$ cat src/rtl/fp32_pkg.sv
// fp32_pkg: FP32 field widths and special encodings shared by the fixed<->float converters
package fp32_pkg;
  localparam int FP32_BIAS  = 127;
  localparam int FP32_EXP_W = 8;
  localparam int FP32_MAN_W = 23;
  localparam logic [31:0] FP32_POS_INF = 32'h7F80_0000;
  localparam logic [31:0] FP32_NEG_INF = 32'hFF80_0000;
  typedef struct packed {
    logic                  sign;
    logic [FP32_EXP_W-1:0] exp;
    logic [FP32_MAN_W-1:0] man;
  } fp32_t;
endpackage

$ cat src/rtl/lzd_fix.sv
// lzd_fix: position of the most significant set bit plus an all-zero flag
module lzd_fix #(
  parameter int W  = 31,
  parameter int PW = $clog2(W)
) (
  input  logic [W-1:0]  vec,
  output logic [PW-1:0] pos,
  output logic          zero
);
  always_comb begin
    pos = '0;
    for (int i = 0; i < W; i++) if (vec[i]) pos = PW'(i);
  end
  assign zero = ~|vec;
endmodule

$ cat src/rtl/fix2float32_pipe.sv
// fix2float32_pipe: signed Q(NUM_OF_INT).(NUM_OF_FRAC) to FP32, 3-stage valid/ready pipeline
module fix2float32_pipe
  import fp32_pkg::*;
#(
  parameter int NUM_OF_INT  = 8,
  parameter int NUM_OF_FRAC = 23
) (
  input  logic                   CLK,
  input  logic                   RST_N,
  input  logic                   IN_VALID,
  output logic                   IN_READY,
  input  logic [NUM_OF_INT-1:0]  IN_int,
  input  logic [NUM_OF_FRAC-1:0] IN_frac,
  input  logic                   IN_overflow,
  output logic                   OUT_VALID,
  input  logic                   OUT_READY,
  output logic [31:0]            OUT_FLOAT32
);
  localparam int W  = NUM_OF_INT + NUM_OF_FRAC;
  localparam int PW = $clog2(W);
  logic en;
  logic [W-1:0] raw, mag_c;
  logic s1_v, s1_sign, s1_ovf;
  logic [W-1:0] s1_mag;
  logic [PW-1:0] p;
  logic zero_c;
  logic [W-2:0] norm_c;
  logic [FP32_EXP_W-1:0] exp_c;
  logic s2_v, s2_sign, s2_ovf, s2_zero;
  logic [FP32_EXP_W-1:0] s2_exp;
  logic [W-2:0] s2_norm;
  logic [W+22:0] normx;
  logic [FP32_MAN_W-1:0] frac_k, frac_r;
  logic guard, sticky, rnd, carry;
  fp32_t res;
  assign en       = !OUT_VALID | OUT_READY;
  assign IN_READY = en;
  assign raw      = {IN_int, IN_frac};
  assign mag_c    = raw[W-1] ? -raw : raw;
  always_ff @(posedge CLK or negedge RST_N) begin
    if (!RST_N) begin
      s1_v    <= 1'b0;
      s1_sign <= 1'b0;
      s1_ovf  <= 1'b0;
      s1_mag  <= '0;
    end else if (en) begin
      s1_v    <= IN_VALID;
      s1_sign <= raw[W-1];
      s1_ovf  <= IN_overflow;
      s1_mag  <= mag_c;
    end
  end
  lzd_fix #(.W(W), .PW(PW)) u_lzd (.vec(s1_mag), .pos(p), .zero(zero_c));
  // Leading one is implicit after normalisation, so only the bits below it are kept
  assign norm_c = (W-1)'(s1_mag << (PW'(W - 1) - p));
  assign exp_c  = FP32_EXP_W'(32'(p) + FP32_BIAS - NUM_OF_FRAC);
  always_ff @(posedge CLK or negedge RST_N) begin
    if (!RST_N) begin
      s2_v    <= 1'b0;
      s2_sign <= 1'b0;
      s2_ovf  <= 1'b0;
      s2_zero <= 1'b0;
      s2_exp  <= '0;
      s2_norm <= '0;
    end else if (en) begin
      s2_v    <= s1_v;
      s2_sign <= s1_sign;
      s2_ovf  <= s1_ovf;
      s2_zero <= zero_c;
      s2_exp  <= exp_c;
      s2_norm <= norm_c;
    end
  end
  // Zero padding makes guard/sticky vanish when fewer than 24 significant bits exist
  assign normx           = {s2_norm, 24'b0};
  assign frac_k          = normx[W+22:W];
  assign guard           = normx[W-1];
  assign sticky          = |normx[W-2:0];
  assign rnd             = guard & (sticky | frac_k[0]);
  assign {carry, frac_r} = {1'b0, frac_k} + 24'(rnd);
  assign res             = '{sign: s2_sign, exp: s2_exp + FP32_EXP_W'(carry), man: frac_r};
  always_ff @(posedge CLK or negedge RST_N) begin
    if (!RST_N) begin
      OUT_VALID   <= 1'b0;
      OUT_FLOAT32 <= '0;
    end else if (en) begin
      OUT_VALID <= s2_v;
      if (s2_v) OUT_FLOAT32 <= s2_ovf ? (s2_sign ? FP32_NEG_INF : FP32_POS_INF) : s2_zero ? 32'h0 : res;
    end
  end
endmodule

$ cat config.mk
export PLATFORM = sky130hd
export DESIGN_NAME = fix2float32_pipe
export DESIGN_NICKNAME = d
export VERILOG_FILES = /design/src/rtl/fp32_pkg.sv /design/src/rtl/lzd_fix.sv /design/src/rtl/fix2float32_pipe.sv
export SDC_FILE = /design/constraint.sdc
export NUM_CORES = 1
export LEC_CHECK = 0
export ABC_AREA = 1
export CORE_MARGIN = 2
export CORE_UTILIZATION = 52
export CTS_CLUSTER_DIAMETER = 150
export DETAILED_ROUTE_END_ITERATION = 10
export PLACE_DENSITY = 0.77
export SYNTH_ARGS = -nofsm -noshare
export SYNTH_HDL_FRONTEND = slang
export SYNTH_SLANG_ARGS = --single-unit
$ cat constraint.sdc
create_clock -name CLK -period 3.5 [get_ports CLK]
set_input_delay 0.525 -clock CLK [delete_from_list [all_inputs] [get_ports CLK]]
set_output_delay 0.525 -clock CLK [all_outputs]
set_load 0.1 [all_outputs]
After elaboration in Yosys (flattened, before gate mapping)
Index checks and enable logic that the tools add are counted.
{ "totals": {"reg_bits": 109, "input_bits": 36, "word_cells": 61} }
{ "op_classes": {"add_sub_neg": 6, "shifts": 1, "n_mux": 34, "bitwise": 3, "n_reduce_logical": 5} }
{ "ops": {"columns": ["op", "n"], "rows": [
  ["2-to-1 mux 32 bit", 3],
  ["2-to-1 mux 5 bit", 15],
  ["2-to-1 mux 4 bit", 8],
  ["2-to-1 mux 31 bit", 1],
  ["negator 31 bit", 1],
  ["OR reduction 31 bit", 1],
  ["<< shifter 31 x 5 -> 30 bit", 1],
  ["adder 23 x 1 -> 24 bit", 1],
  ["2-to-1 mux 3 bit", 4],
  ["adder 5 x 7 -> 8 bit (second input constant)", 1],
  ["adder 8 x 1 -> 8 bit", 1],
  ["subtractor 8 x 5 -> 8 bit (second input constant)", 1],
  ["OR reduction 6 bit", 1],
  ["subtractor 5 bit (first input constant)", 1],
  ["2-to-1 mux 2 bit", 2],
  ["zero test 1 bit", 2],
  ["OR 1 bit", 2],
  ["AND reduction 2 bit", 1],
  ["bitwise AND 1 bit", 1],
  ["2-to-1 mux 1 bit", 1]
]} }

Longest topological paths before layout
{ "depth": {"ltp_word": 32, "ltp_mapped": 41} }

By module
Synthesis repeated with hierarchy kept, for this count alone.
{ "hier_totals": {"cells_unflattened": 1147, "hier_area_um2": 7526.0} }
{ "by_module_without_submodules": {"columns": ["mod", "instances", "cells_each", "area_per_inst_um2", "seq_area_each_um2"], "rows": [
  ["fix2float32_pipe", 1, 1046, 7053.0, 2702.6],
  ["lzd_fix", 1, 101, 473.0, 0.0]
]} }

Worst setup path before layout
No wires, ideal clock.
{ "synth_path": {"path_kind": "register to register", "start": "register s1_mag[1]", "end": "register s2_norm[29]", "setup_time_ns": 0.124, "arrival_time_ns": 3.246, "t_required_ns": 3.376, "path_slack_ns": 0.130, "stages_incl_launch_ff": 40, "n_path_buf": 2, "path_cell_list": "dfrtp_1 nand2_1 nand2_1 nand2_1 nand2_1 nand2_1 nand2_1 nand2_1 nand2_1 nand2_1 nand2_1 nand2_1 nand2_1 nand2_1 nand2_1 nand2_1 nand2_1 nand2_1 (+4 left out) nand2_1 nand2_1 nand2_1 nand2_1 nand2_2 nand2_4 nand2_8 buf_4 ha_1 xor2_2 inv_1 clkbuf_1 nand3_1 nand3_1 nand3_1 nand2_1 nand2_1 nand2_1"} }
{ "synth_via": {"elab_chain_cells": 32} }
{ "synth_rtl": {"columns": ["element", "line", "source"], "rows": [
  ["start: declaration", "fix2float32_pipe.sv:24", "logic [W-1:0] s1_mag;"],
  ["start signal: assignment", "fix2float32_pipe.sv:50", "s1_mag <= mag_c;"],
  ["2-to-1 mux 1 bit", "lzd_fix.sv:12", "for (int i = 0; i < W; i++) if (vec[i]) pos = PW'(i);"],
  ["2-to-1 mux 2 bit (2 in a row)", "lzd_fix.sv:12", null],
  ["2-to-1 mux 3 bit (4 in a row)", "lzd_fix.sv:12", null],
  ["2-to-1 mux 4 bit (8 in a row)", "lzd_fix.sv:12", null],
  ["2-to-1 mux 5 bit (15 in a row)", "lzd_fix.sv:12", null],
  ["subtractor 5 bit", "fix2float32_pipe.sv:55", "assign norm_c = (W-1)'(s1_mag << (PW'(W - 1) - p));"],
  ["<< shifter 31 x 5 -> 30 bit (*)", "fix2float32_pipe.sv:55", null],
  ["end signal: assignment", "fix2float32_pipe.sv:71", "s2_norm <= norm_c;"],
  ["end: declaration", "fix2float32_pipe.sv:31", "logic [W-2:0] s2_norm;"]
]} }
Mark *: on every way between the ends. The rest lies on a longest branch, timed or not.
A chain may end at the register's enable or synchronous reset.

Final worst setup path
{ "layout_path": {"start": "register s2_norm[7]", "end": "register OUT_FLOAT32[30]"} }
{ "layout_via": {"elab_chain_cells": 6} }
{ "layout_rtl": {"columns": ["element", "line", "source"], "rows": [
  ["OR 1 bit", "fix2float32_pipe.sv:79", "assign rnd = guard & (sticky | frac_k[0]);"],
  ["bitwise AND 1 bit", "fix2float32_pipe.sv:79", null],
  ["adder 23 x 1 -> 24 bit (*)", "fix2float32_pipe.sv:80", "assign {carry, frac_r} = {1'b0, frac_k} + 24'(rnd);"],
  ["adder 8 x 1 -> 8 bit (*)", "fix2float32_pipe.sv:81", "assign res = '{sign: s2_sign, exp: s2_exp + FP32_EXP_W'(carry), man: frac_r};"],
  ["2-to-1 mux 32 bit (*) (2 in a row)", "fix2float32_pipe.sv:88", "if (s2_v) OUT_FLOAT32 <= s2_ovf ? (s2_sign ? FP32_NEG_INF : FP32_POS_INF) : s2_zero ? 32'h0 : res;"],
  ["end signal: assignment", "fix2float32_pipe.sv:88", null],
  ["end: declaration", "fix2float32_pipe.sv:17", "output logic [31:0] OUT_FLOAT32"]
]} }
Marked as above.

==> metrics <==
initial antenna violation count=0; post-layout instance count excluding filler cells=roughly 1.3k; peak supply drop=416 uV; Cell Chain, Critical Path=nand2_1, inv_2, nand4_1, nor2_2, nand2_2, nor3_4, nand4_1, nor4_2, nand2_1, nor2_2, nand3_2, nor3_2, nand2_1, nor3_2, ha_2, nand3_2, inv_2, nand4_1, nand2_1, nand2_1, o21ai_2, nand2_1; post-synthesis sequential element count=about 110; root cell of the clock tree=sky130_fd_sc_hd__clkbuf_16; cts bufs inserted=9; count of different cell masters after synthesis=39; Crit path largest cell delay=0.37 ns; die area=between 0.01 and 0.015 sq mm; post-DR wirelength/cell=15.7 um; Storage cell area=~0.0027 sq mm; Antenna Violating Nets Remaining=0; type of element launching the critical path=register; Critical Path Most Common Cell=sky130_fd_sc_hd__nand2_1; Max stage delay cell, worst path=sky130_fd_sc_hd__dfrtp_1; top_reg_cell synth=sky130_fd_sc_hd__dfrtp_1; Max clock buf depth=2; slack of the critical path=around 0.09 ns; number of buffer cells added on primary ports=69; post-layout net count=around 1.1k; Detailed Route WL=between 20000 and 25000 um; number of max-cap violations=0; hold-fix buffers at CTS=0; worst-case hold slack=0.186 ns; pin count of the biggest net entering global routing=56; proportion of register bits with asynchronous set or reset after synthesis=between 90% and 100%; iteration-0 DRC count of the detailed router=752; cell count of the worst reg-to-reg path=22; RSZ-0062 raised after global routing=true; Final Critical Period=about 3.4 ns; gate count after technology mapping=roughly 990; number of enable-type register cells in the synthesized netlist=0; transition time at the pin with the least slew margin=approximately 0.96 ns; peak fanout along the critical path=4; IO Count=70; final critical-path share of the clock period=97.4%; clk_skew=about 0.01 ns; WP buf/inv=2; residual DRC count=0; pwr/cell area=1030 mW/mm^2; worst min path class=input port to asynchronous set/reset pin; Pre-antenna DRT Iters=7; CTS tree=built; total cell area at the placement stage=0.00808 sq mm; area of the multi-input gates=around 0.0039 sq mm; total number of H-tree levels=3; Critical Path Sink Type=register; via count=about 7.3k; data arrival time of the critical path=between 3 and 4 ns; Worst Setup Path Type=register to register; Synthesis Warnings=0; number of clock sinks seen by CTS=between 100 and 150; core region area=0.0131 sq mm; result of the run=complete, no violations; required arrival time at the worst endpoint=between 3 and 4 ns; final hold vios=0; overall overflow remaining after global route=0; worst skew pair latency=around 0.36 ns; post-synthesis sequential area ratio=39.1%; number of slew-limit violations in the final report=0; layout cell share with drive strength beyond 1=between 10 and 15%; Inserted Diodes=0; DP HPWL=~15000 um; DP Cell Count=1246; WP depth=22; worst flop-to-flop path endpoint=OUT_FLOAT32[30]; number of endpoints failing setup at the final stage=0; Layout fillers=between 1k and 1.5k; CTS clk-pin slew, worst paths=0.07 ns; total track usage=28.2%; area growth from synthesis to layout=27.6%; post-synthesis instance area=around 0.0069 sq mm; static leakage power=4.13 nW; global-route wire length before repair=about 32000 um; die outline height=~120 um; final instance area=~0.009 sq mm; Worst Setup Slack post-DPL=-0.189 ns; net count after synthesis=1035; die width=~120 um; kind of cell with the highest combined delay on the critical path=simple AND/OR/NAND/NOR gates; Initial Utilization=between 50% and 60%; FP Rows=42; average via count per standard cell=between 5 and 6; worst relative slew slack=a little over a third; r2r setup slk=0.09 ns; Post-Synthesis Mean Instance Area=~7 sq um; via count of the first global-routing pass=6495; global placement routability congestion=between 0.9 and 1; top achievable clock speed=roughly 290 MHz; post-layout utilization of the core=about 67%; startpoint of the most critical register-to-register path=s2_norm[7]
metrics by stage:
stage / power [mW] / TNS, ns
finish: 9.10 / 0
floorplan: 5.92 / 0
CTS: 8.54 / 0
global route: 9.68 / -1.61
detailed placement: 7.47 / -0.541
global placement: 7.43 / -0.180
placed cells by master (no fill, tap or decap), drive strengths merged, types with 3 or more instances in the layout:
| cell type | n |
|---|---|
| xor2 | 15 |
| nor2 | 57 |
| nand3 | 195 |
| a22o | 6 |
| o21ai | 81 |
| clkdlybuf4s50 | 67 |
| clkbuf | 14 |
| a31oi | 6 |
| o22ai | 5 |
| o211ai | 7 |
| inv | 88 |
| xnor2 | 9 |
| or2 | 3 |
| nor3 | 16 |
| a21oi | 28 |
| nor4 | 12 |
| buf | 71 |
| dfrtp | 108 |
| ha | 6 |
| nand4 | 9 |
| nand2 | 279 |
| o31ai | 13 |
worst max path at each step:
stage	start	end	slack, ns
detailed placement	IN_frac[0]	s1_mag[28]	-0.19
CTS	s2_norm[7]	OUT_FLOAT32[30]	0.007
finish	s2_norm[7]	OUT_FLOAT32[30]	0.09
global route	s2_norm[7]	OUT_FLOAT32[30]	-0.21
floorplan	s1_mag[1]	s2_norm[29]	0.13
global placement	IN_frac[0]	s1_mag[28]	-0.15
report_power, final:
group | switching [mW] | internal, mW | leakage (nW)
clock | 0.470 | 0.581 | 0.144
sequential | 0.396 | 1.73 | 1.33
combinational | 4.03 | 1.89 | 2.65
state kept, by name, summed over array words and instances, names as in the netlist:
signal / cells
s2_norm: 30
s2_exp: 7
s2_zero: 1
s2_sign: 1
OUT_VALID: 1
s1_sign: 1
s1_v: 1
OUT_FLOAT32: 32
s2_ovf: 1
s1_mag: 31
s2_v: 1
s1_ovf: 1
per-layer routing:
layer  wire, um  track usage (%)
met4        889             13.4
met3        993             2.83
met2       9630             46.5
met5          0                0
met1       8550             37.5
synth_stat cells, drive strengths merged, types with 9 or more instances:
master / count / area (sq um)
clkbuf: 29 / 109
nand2: 279 / 1080
nand3: 195 / 976
nor4: 12 / 75.1
o31ai: 13 / 97.6
nand4: 9 / 56.3
inv: 86 / 325
a21oi: 28 / 140
xnor2: 9 / 78.8
o21ai: 81 / 417
buf: 16 / 98.8
xor2: 15 / 139
nor3: 16 / 85.1
dfrtp: 108 / 2700
nor2: 57 / 214
final cells by class:
class | instances | area share [%]
clock inverters | 4 | 0.624
flip-flops and latches | 108 | 30.6
clock buffers | 12 | 2.79
repair buffers | 140 | 15.4
inverters | 86 | 3.77
well taps | 176 | 2.50
multi-input cells | 754 | 44.3
repair_timing:
item	in CTS	in global routing
gates resized for setup	2	65
setup buffers	0	16
pin swaps	0	16
cloned	0	2
endpoints found under the setup margin	2	40
kinds of logic (layout without fill, tap and decap cells):
logic type,Yosys count,in the layout,share of synthesized area (%)
adder cells (fa/ha/maj),6,6,1.09
AND/OR/NAND/NOR,573,573,36.4
AO/OA/AOI/OAI,151,151,12.6
flip-flops,108,108,39.1
buffers and inverters,131,242,7.70
XOR/XNOR,24,24,3.15
Note: power is estimated with default switching activity, not from simulation.
